`config.mk`:
```
export PLATFORM = sky130hd
export DESIGN_NAME = mips32_multicycle_ctrl
export DESIGN_NICKNAME = d
export VERILOG_FILES = /design/src/rtl/mips32_ctrl_pkg.sv /design/src/rtl/mips32_ctrl_decode.sv /design/src/rtl/mips32_multicycle_ctrl.sv
export SDC_FILE = /design/constraint.sdc
export NUM_CORES = 1
export LEC_CHECK = 0
export ABC_AREA = 1
export CORE_ASPECT_RATIO = 0.5
export CORE_UTILIZATION = 55
export CTS_BUF_LIST = sky130_fd_sc_hd__clkbuf_4 sky130_fd_sc_hd__clkbuf_8 sky130_fd_sc_hd__clkbuf_16
export CTS_CLUSTER_DIAMETER = 120
export CTS_CLUSTER_SIZE = 14
export DETAILED_ROUTE_END_ITERATION = 6
export GPL_TIMING_DRIVEN = 1
export PLACE_DENSITY = 0.86
export SLEW_MARGIN = 20
export SYNTH_ARGS = -nofsm -noshare
export SYNTH_HDL_FRONTEND = slang
export SYNTH_HIERARCHICAL = 1
export SYNTH_SLANG_ARGS = --single-unit
```
`constraint.sdc`:
```
create_clock -name clock -period 4 [get_ports clock]
set_input_delay 0.8 -clock clock [delete_from_list [all_inputs] [get_ports clock]]
set_output_delay 0.8 -clock clock [all_outputs]
set_load 0.05 [all_outputs]
```
`src/rtl/mips32_ctrl_pkg.sv`:
```
// Shared encodings for the mips32 multi-cycle controller: states, opcodes,
// datapath mux selects and the decoded instruction class.
package mips32_ctrl_pkg;

    typedef enum logic [3:0] {
        S_IDLE     = 4'd0,
        S_FETCH    = 4'd1,
        S_DECODE   = 4'd2,
        S_EXEC_R   = 4'd3,
        S_EXEC_I   = 4'd4,
        S_MEM_ADDR = 4'd5,
        S_MEM_RD   = 4'd6,
        S_MEM_WB   = 4'd7,
        S_MEM_WR   = 4'd8,
        S_BRANCH   = 4'd9,
        S_JUMP     = 4'd10,
        S_WB_R     = 4'd11,
        S_WB_I     = 4'd12,
        S_HALT     = 4'd13
    } state_t;

    localparam logic [5:0] OP_RTYPE = 6'b000000;
    localparam logic [5:0] OP_LW    = 6'b100011;
    localparam logic [5:0] OP_SW    = 6'b101011;
    localparam logic [5:0] OP_BEQ   = 6'b000100;
    localparam logic [5:0] OP_BNE   = 6'b000101;
    localparam logic [5:0] OP_J     = 6'b000010;
    localparam logic [5:0] OP_ADDI  = 6'b001000;
    localparam logic [5:0] OP_ANDI  = 6'b001100;
    localparam logic [5:0] OP_ORI   = 6'b001101;
    localparam logic [5:0] OP_SLTI  = 6'b001010;

    localparam logic [1:0] ALU_ADD   = 2'b00;
    localparam logic [1:0] ALU_SUB   = 2'b01;
    localparam logic [1:0] ALU_FUNCT = 2'b10;
    localparam logic [1:0] ALU_IMM   = 2'b11;

    localparam logic [1:0] SRCB_REG  = 2'b00;
    localparam logic [1:0] SRCB_ONE  = 2'b01;
    localparam logic [1:0] SRCB_SEXT = 2'b10;
    localparam logic [1:0] SRCB_ZEXT = 2'b11;

    localparam logic [1:0] PCS_INC    = 2'b00;
    localparam logic [1:0] PCS_BRANCH = 2'b01;
    localparam logic [1:0] PCS_JUMP   = 2'b10;

    // zext marks logical immediates (andi/ori) that need a zero-extended operand
    typedef struct packed {
        logic rtype;
        logic mem_load;
        logic mem_store;
        logic branch;
        logic jump;
        logic imm;
        logic zext;
        logic halt;
        logic illegal;
    } instr_class_t;

endpackage

```
`src/rtl/mips32_ctrl_decode.sv`:
```
// Combinational opcode classifier feeding the DECODE transition and EXEC_I
// operand select.
module mips32_ctrl_decode
    import mips32_ctrl_pkg::*;
#(
    parameter logic [5:0] HALT_OPCODE = 6'b111111
) (
    input  logic [5:0]   opcode_i,
    output instr_class_t cls_o
);

    always_comb begin
        cls_o = '0;
        case (opcode_i)
            OP_RTYPE:         cls_o.rtype     = 1'b1;
            OP_LW:            cls_o.mem_load  = 1'b1;
            OP_SW:            cls_o.mem_store = 1'b1;
            OP_BEQ, OP_BNE:   cls_o.branch    = 1'b1;
            OP_J:             cls_o.jump      = 1'b1;
            OP_ADDI, OP_SLTI: cls_o.imm       = 1'b1;
            OP_ANDI, OP_ORI: begin
                cls_o.imm  = 1'b1;
                cls_o.zext = 1'b1;
            end
            default: begin
                if (opcode_i == HALT_OPCODE) cls_o.halt    = 1'b1;
                else                         cls_o.illegal = 1'b1;
            end
        endcase
    end

endmodule

```
`src/rtl/mips32_multicycle_ctrl.sv`:
```
// Multi-cycle control FSM for the mips32 datapath: shared memory port with
// ready handshake, per-state strobes, retired-instruction counter, halt status.
module mips32_multicycle_ctrl
    import mips32_ctrl_pkg::*;
#(
    parameter int unsigned CNT_W       = 32,
    parameter logic [5:0]  HALT_OPCODE = 6'b111111
) (
    input  logic             clock,
    input  logic             reset,
    input  logic             start,
    input  logic [5:0]       opcode,
    input  logic             zero,
    input  logic             mem_ready,
    output logic             ir_write,
    output logic             pc_write,
    output logic [1:0]       pc_source,
    output logic             alu_src_a,
    output logic [1:0]       alu_src_b,
    output logic [1:0]       alu_op,
    output logic             mem_read,
    output logic             mem_write,
    output logic             i_or_d,
    output logic             mem_to_reg,
    output logic             reg_write,
    output logic             reg_dst,
    output logic             halted,
    output logic             illegal,
    output logic [3:0]       state,
    output logic [CNT_W-1:0] instr_count
);

    state_t           state_q;
    logic             illegal_q;
    logic [CNT_W-1:0] instr_count_q;
    instr_class_t     cls;

    mips32_ctrl_decode #(.HALT_OPCODE(HALT_OPCODE)) u_decode (
        .opcode_i (opcode),
        .cls_o    (cls)
    );

    always_ff @(posedge clock) begin
        if (reset) begin
            state_q       <= S_IDLE;
            illegal_q     <= 1'b0;
            instr_count_q <= '0;
        end else begin
            case (state_q)
                S_IDLE:     if (start) state_q <= S_FETCH;
                S_FETCH:    if (mem_ready) state_q <= S_DECODE;
                S_DECODE: begin
                    if (cls.rtype)                         state_q <= S_EXEC_R;
                    else if (cls.mem_load | cls.mem_store) state_q <= S_MEM_ADDR;
                    else if (cls.branch)                   state_q <= S_BRANCH;
                    else if (cls.jump)                     state_q <= S_JUMP;
                    else if (cls.imm)                      state_q <= S_EXEC_I;
                    else if (cls.halt)                     state_q <= S_HALT;
                    else if (cls.illegal) begin
                        state_q   <= S_HALT;
                        illegal_q <= 1'b1;
                    end
                end
                S_EXEC_R:   state_q <= S_WB_R;
                S_EXEC_I:   state_q <= S_WB_I;
                S_MEM_ADDR: state_q <= cls.mem_load ? S_MEM_RD : S_MEM_WR;
                S_MEM_RD:   if (mem_ready) state_q <= S_MEM_WB;
                S_MEM_WR: begin
                    if (mem_ready) begin
                        state_q       <= S_FETCH;
                        instr_count_q <= instr_count_q + CNT_W'(1);
                    end
                end
                // final cycle of every retiring instruction returns to FETCH
                S_WB_R, S_WB_I, S_MEM_WB, S_BRANCH, S_JUMP: begin
                    state_q       <= S_FETCH;
                    instr_count_q <= instr_count_q + CNT_W'(1);
                end
                S_HALT:     state_q <= S_HALT;
                default:    state_q <= S_IDLE;
            endcase
        end
    end

    always_comb begin
        ir_write   = 1'b0;
        pc_write   = 1'b0;
        pc_source  = PCS_INC;
        alu_src_a  = 1'b0;
        alu_src_b  = SRCB_REG;
        alu_op     = ALU_ADD;
        mem_read   = 1'b0;
        mem_write  = 1'b0;
        i_or_d     = 1'b0;
        mem_to_reg = 1'b0;
        reg_write  = 1'b0;
        reg_dst    = 1'b0;
        case (state_q)
            S_FETCH: begin
                mem_read  = 1'b1;
                alu_src_b = SRCB_ONE;
                ir_write  = mem_ready;
                pc_write  = mem_ready;
            end
            S_DECODE:   alu_src_b = SRCB_SEXT;
            S_EXEC_R: begin
                alu_src_a = 1'b1;
                alu_op    = ALU_FUNCT;
            end
            S_EXEC_I: begin
                alu_src_a = 1'b1;
                alu_op    = ALU_IMM;
                alu_src_b = cls.zext ? SRCB_ZEXT : SRCB_SEXT;
            end
            S_MEM_ADDR: begin
                alu_src_a = 1'b1;
                alu_src_b = SRCB_SEXT;
            end
            S_MEM_RD: begin
                mem_read = 1'b1;
                i_or_d   = 1'b1;
            end
            S_MEM_WB: begin
                reg_write  = 1'b1;
                mem_to_reg = 1'b1;
            end
            S_MEM_WR: begin
                mem_write = 1'b1;
                i_or_d    = 1'b1;
            end
            S_BRANCH: begin
                alu_src_a = 1'b1;
                alu_op    = ALU_SUB;
                pc_source = PCS_BRANCH;
                pc_write  = ((opcode == OP_BEQ) && zero) || ((opcode == OP_BNE) && !zero);
            end
            S_JUMP: begin
                pc_write  = 1'b1;
                pc_source = PCS_JUMP;
            end
            S_WB_R: begin
                reg_write = 1'b1;
                reg_dst   = 1'b1;
            end
            S_WB_I:     reg_write = 1'b1;
            default: ;
        endcase
    end

    assign state       = state_q;
    assign halted      = (state_q == S_HALT);
    assign illegal     = illegal_q;
    assign instr_count = instr_count_q;

endmodule

```
Word level (Yosys, flattened, before mapping)

Index checks and enable logic that the tools add are counted.

Register bits after elaboration: 37

Mux-type cells: 38
Equal/unequal tests: 28
$add $sub $neg: 1
Bitwise gates (word level): 7
Reduce and logical (&&, ||, !) cells: 20

Operators with widths:

| cell                  | number |
|---|---|
| $pmux 32 s2           | 1 |
| $mux 4                | 12 |
| $pmux 4 s10           | 1 |
| $add 32x1->32 const B | 1 |
| $mux 32               | 1 |
| $eq 4x4->1 const B    | 6 |
| $eq 6x4->1 const B    | 4 |
| $eq 6x6->1 const B    | 3 |
| $mux 1                | 18 |
| $eq 4x3->1 const B    | 4 |
| $eq 6x3->1 const B    | 2 |
| $pmux 2 s3            | 2 |
| $reduce_or 10->1      | 1 |
| $reduce_or 2->1       | 5 |
| $eq 4x2->1 const B    | 2 |
| $ne 2x2->1 const B    | 4 |
| $ne 8x8->1 const B    | 1 |
| $reduce_and 8->1      | 1 |
| $reduce_or 4->1       | 2 |
| $eq 6x2->1 const B    | 1 |
| $logic_not 6->1       | 1 |
| $not 1->1             | 6 |
| $reduce_and 5->1      | 1 |
| $reduce_or 5->1       | 1 |
| other kinds (12)      | 13 |

Depth between registers and ports, before layout

Depth in word-level cells: 11
Depth in mapped cells: 15

Hierarchy

The synthesis kept the hierarchy.

By module, submodules not included:

| module                 | cells an instance | times used | area an instance (um2) |
|---|---|---|---|
| mips32_multicycle_ctrl | 471               | 1          | 2668.8 |
| mips32_ctrl_decode     | 36                | 1          | 170.2 |

Worst setup path before layout

Ideal clock, no wire load.

Kind: reg2out
Start: reg state_q[0], in the netlist state[0]
End: out pc_write
Path slack: 787 ps
Buffers on the path: 0
Data arrival time: 2413 ps
Data required time: 3200 ps
Stages on the path, launching flop included: 6
Cell sequence: dfxtp_1 inv_1 nor2_1 nand2_1 nor2_1 nand3b_1

Word-level cells in the longest chain between the ends: 2
Elaborated cells between the ends (all ways): 4
Classes of those cells: eq/ne: 3; mux: 1

Ends and longest elaborated chain:

| item                                     | RTL line                     | RTL |
|---|---|---|
| start: declaration                       | mips32_multicycle_ctrl.sv:33 | `state_t state_q;` |
| start signal: assignment                 | mips32_multicycle_ctrl.sv:66 | `S_MEM_ADDR: state_q <= cls.mem_load ? S_MEM_RD : S_MEM_WR;` |
| $eq 4x4->1 or $eq 4x1->1 (tied branches) | mips32_multicycle_ctrl.sv:98 | `case (state_q)` |
| $pmux 1 s3 (*)                           | mips32_multicycle_ctrl.sv:98 |  |
| end: declaration                         | mips32_multicycle_ctrl.sv:16 | `output logic pc_write,` |

Mark *: on every way between the ends. The rest lies on a longest branch, timed or not.

Worst setup path in the final report

Start: in opcode[2]
End: out pc_write

Word-level cells in the longest chain between the ends: 4
Elaborated cells between the ends (all ways): 6
Classes of those cells: eq/ne: 2; mux: 1; reduce/logical: 3

Ends and longest elaborated chain:

| item                 | RTL line                      | RTL |
|---|---|---|
| start: declaration   | mips32_multicycle_ctrl.sv:12  | `input logic [5:0] opcode,` |
| $eq 6x3->1           | mips32_multicycle_ctrl.sv:135 | `pc_write = ((opcode == OP_BEQ) && zero) \|\| ((opcode == OP_BNE) && !zero);` |
| $logic_and 1x1->1    | mips32_multicycle_ctrl.sv:135 |  |
| $logic_or 1x1->1 (*) | mips32_multicycle_ctrl.sv:135 |  |
| $pmux 1 s3 (*)       | mips32_multicycle_ctrl.sv:98  |  |

Marked as above.

==> flow_summary_export.csv <==
group,metric,value,unit
run_status,status,"complete, but fails checks",
run_status,violations,"DRC",
global_route,gr-total-overflow,0,
yosys,synth_top_family_by_area,"simple AND/OR/NAND/NOR gates",
place,hpwl,5710,um
layout,diodes,0,
place,io_buffers,63,
power,combPwrFrac,26.2,%
power,seqPwrFrac,41.8,%
floorplan,die_w,104,um
critical_path,worstPathMaxFanout,5,
route,num_vias,3234,
layout,drive_above_1_share,7.88,%
route,via_per_inst,5.05,
timing,setup_violations,0,
yosys,ys_seq_area_share,26.1,%
critical_path,cp_data_required_time,3.20,ns
yosys,syn_avg_cell_area,5.60,sq um
place,dp_slack,0.607,ns
cts,clock_path_buffers,2,
yosys,synth.area.mux_share,0,%
timing,worst_slew_pin_slew,0.538,ns
timing,clock.fmax,294,MHz
power,p_leak,1.45,nW
cts,clkTransAtPathRegs,0.07,ns
route,drc,1,
timing,finalSetupTns,0,ns
floorplan,rows,18,
critical_path,cpMaxStageDelayCell,"clkdlybuf4s50_1",
route,routed_wl,7510,um
cts,postCtsSetupBuffers,0,
route,dr.pass1.iters,6,
floorplan,die_y,52.8,um
yosys,ys_warn_count,6,
power,vdd_ir_drop_max,0.220,mV
flow_run,maxCapViolations,0,
timing,finalCritPeriodShare,85.0,%
hold_path,hp-class,"flop to flop",
floorplan,core,4950,sq um
yosys,syn_area,2840,sq um
global_route,track_usage,28.3,%
layout,final_util,72.8,%
global_route,grt_pass1_wl,12100,um
critical_path,crit_arrival,2.60,ns
timing,relSlewSlack,64.0,%
power,pwr-share-clk,32.1,%
place,gp_congestion,0.879,
route,dr.first_iter.drc_count,180,
cts,clock_latency,0.30,ns
critical_path,start_kind,"primary input",
cts,ctsHtreeMaxLevel,2,
cts,ctsResizeCount,0,
floorplan,initial_core_util,57.3,%
critical_path,crit_type,"primary input to output pin",
layout,fillers,460,
critical_path,endpoint_kind,"output pin",
timing,rsz0062_at_grt,"no",
cts,ctsHoldBuffers,0,
yosys,ys_types,29,
cts,cts_buffers,5,
yosys,syn-num-nets,519,
yosys,synth-xor-area-share,2.47,%
cts,clock_sinks,37,
yosys,synth_adder_area_share,0.441,%
timing,clock_skew,0.00443,ns
power,power.switching,0.312,mW
layout,multi_input_area,1800,sq um
power,p_per_area,254,nW/um^2
cts,cts_root_buf,"clkbuf_8",
timing,slew_violations,0,
yosys,synth-compound-area-share,8.11,%
critical_path,path_cells,"clkdlybuf4s50_1 -> nor3b_1 -> nand4_1 -> nand3b_1 -> clkdlybuf4s50_1",
cts,cts_tree,"yes",
yosys,netlist_instances,507,
layout,nets,582,
global_route,grt_max_degree,27,
global_route,antenna_found_initial,0,
route,drt-wirelength-per-cell,11.7,um
yosys,synth-seq-cells,37,
global_route,grt_pass1_vias,2700,
critical_path,crit_top_cell,"clkdlybuf4s50_1",
floorplan,ios,64,
power,p_int,0.605,mW
layout,register_area,741,sq um
floorplan,dieArea,5470,sq um
layout,synthToLayoutAreaGrowth,27.1,%
yosys,yosys.area_share.simple,52.3,%
route,ant_nets,0,
timing,worst_slack,0.602,ns
critical_path,cpPeakStageDelay,0.79,ns
timing,hold_viol_final,0,
power,netSwitchingFraction,34.0,%
timing,min_period,3.40,ns
==> cell usage in the layout, fill, tap and decap left out, types with 7 or more instances in the layout <==
cell type and n:
nand3_1 35, a21oi_2 8, nand2_2 13, nand2_1 183
clkbuf_8 7, dfxtp_1 37, clkdlybuf4s50_1 63, a21oi_1 25
inv_1 60, nor2_1 90
==> layer usage <==
| metal | track usage, % | wire (um) | up-vias |
|---|---|---|---|
| li1 | - | - | 1704 |
| met1 | 36.5 | 3720 | 1431 |
| met2 | 49.1 | 3250 | 93 |
| met3 | 5.09 | 479 | 6 |
| met4 | 8.45 | 58 | 0 |
| met5 | 0 | 0 | - |
==> power groups by stage <==
stage / clock [mW] / combinational (mW) / sequential [mW]
after floorplan: 0 / 0.148 / 0.413
after global placement: 0 / 0.239 / 0.391
after detailed placement: 0 / 0.239 / 0.392
after CTS: 0.298 / 0.240 / 0.383
after global routing: 0.314 / 0.258 / 0.385
final: 0.294 / 0.240 / 0.383
==> stage by stage <==
stage | std cells | hold slack (ns) | area (sq um) | power (mW)
6_report | 641 | 0.475 | 3610 | 0.917
5_1_grt | 641 | 0.518 | 3610 | 0.957
4_1_cts | 641 | 0.476 | 3610 | 0.920
3_5_place_dp | 633 | 0.460 | 3510 | 0.631
3_3_place_gp | 633 | 0.450 | 3510 | 0.630
2_1_floorplan | 507 | 0.699 | 2840 | 0.561
==> cells in the mapped netlist (all sizes together) <==
library cell | count | area share, %
ha | 1 | 0.44
clkbuf | 4 | 0.53
inv | 62 | 8.2
o21ai | 7 | 1.2
dfxtp | 37 | 26
a21oi | 33 | 6.9
nand4 | 6 | 1.3
nor3 | 5 | 1.1
clkinv | 1 | 0.13
nand3 | 37 | 6.9
nand2 | 196 | 27
nor2 | 99 | 14
xnor2 | 2 | 0.62
nand3b | 4 | 1.1
buf | 5 | 1.8
xor2 | 6 | 1.9
nor4 | 1 | 0.22
nor3b | 1 | 0.26
==> worst paths after layout <==
kind | start | to | slack, ns | depth (start not counted)
max reg2reg | state[1]$_SDFFE_PP0P_ | instr_count[4]$_SDFFE_PP0P_ | 2.00 | 10
min | illegal$_SDFFE_PP0P_ | illegal$_SDFFE_PP0P_ | 0.48 | 2
min reg2reg | illegal$_SDFFE_PP0P_ | illegal$_SDFFE_PP0P_ | 0.48 | 2
max | opcode[2] | pc_write | 0.60 | 5
==> cells by family after synthesis <==
kind of cell | count (synthesis)
simple gates | 349
buf+inv | 72
compound gates | 40
flops | 37
xor+xnor | 8
fa+ha+maj | 1
==> cell type report <==
| class | count | share of cell area, % |
|---|---|---|
| well taps | 70 | 2.43 |
| inverters | 63 | 6.55 |
| clock buffers | 7 | 2.67 |
| flip-flops and latches | 37 | 20.5 |
| multi-input cells | 398 | 49.8 |
| clock inverters | 1 | 0.139 |
| repair buffers | 65 | 17.9 |
==> critical path: cells and delay by family <==
kind          cells  cell delay, ns
buf+inv           2            1.34
simple gates      3            0.45
==> sequential cells by signal, indices dropped and copies added (netlist names) <==
signal,count
instr_count,32
state,4
illegal,1
(Power assumes the default switching activity.)
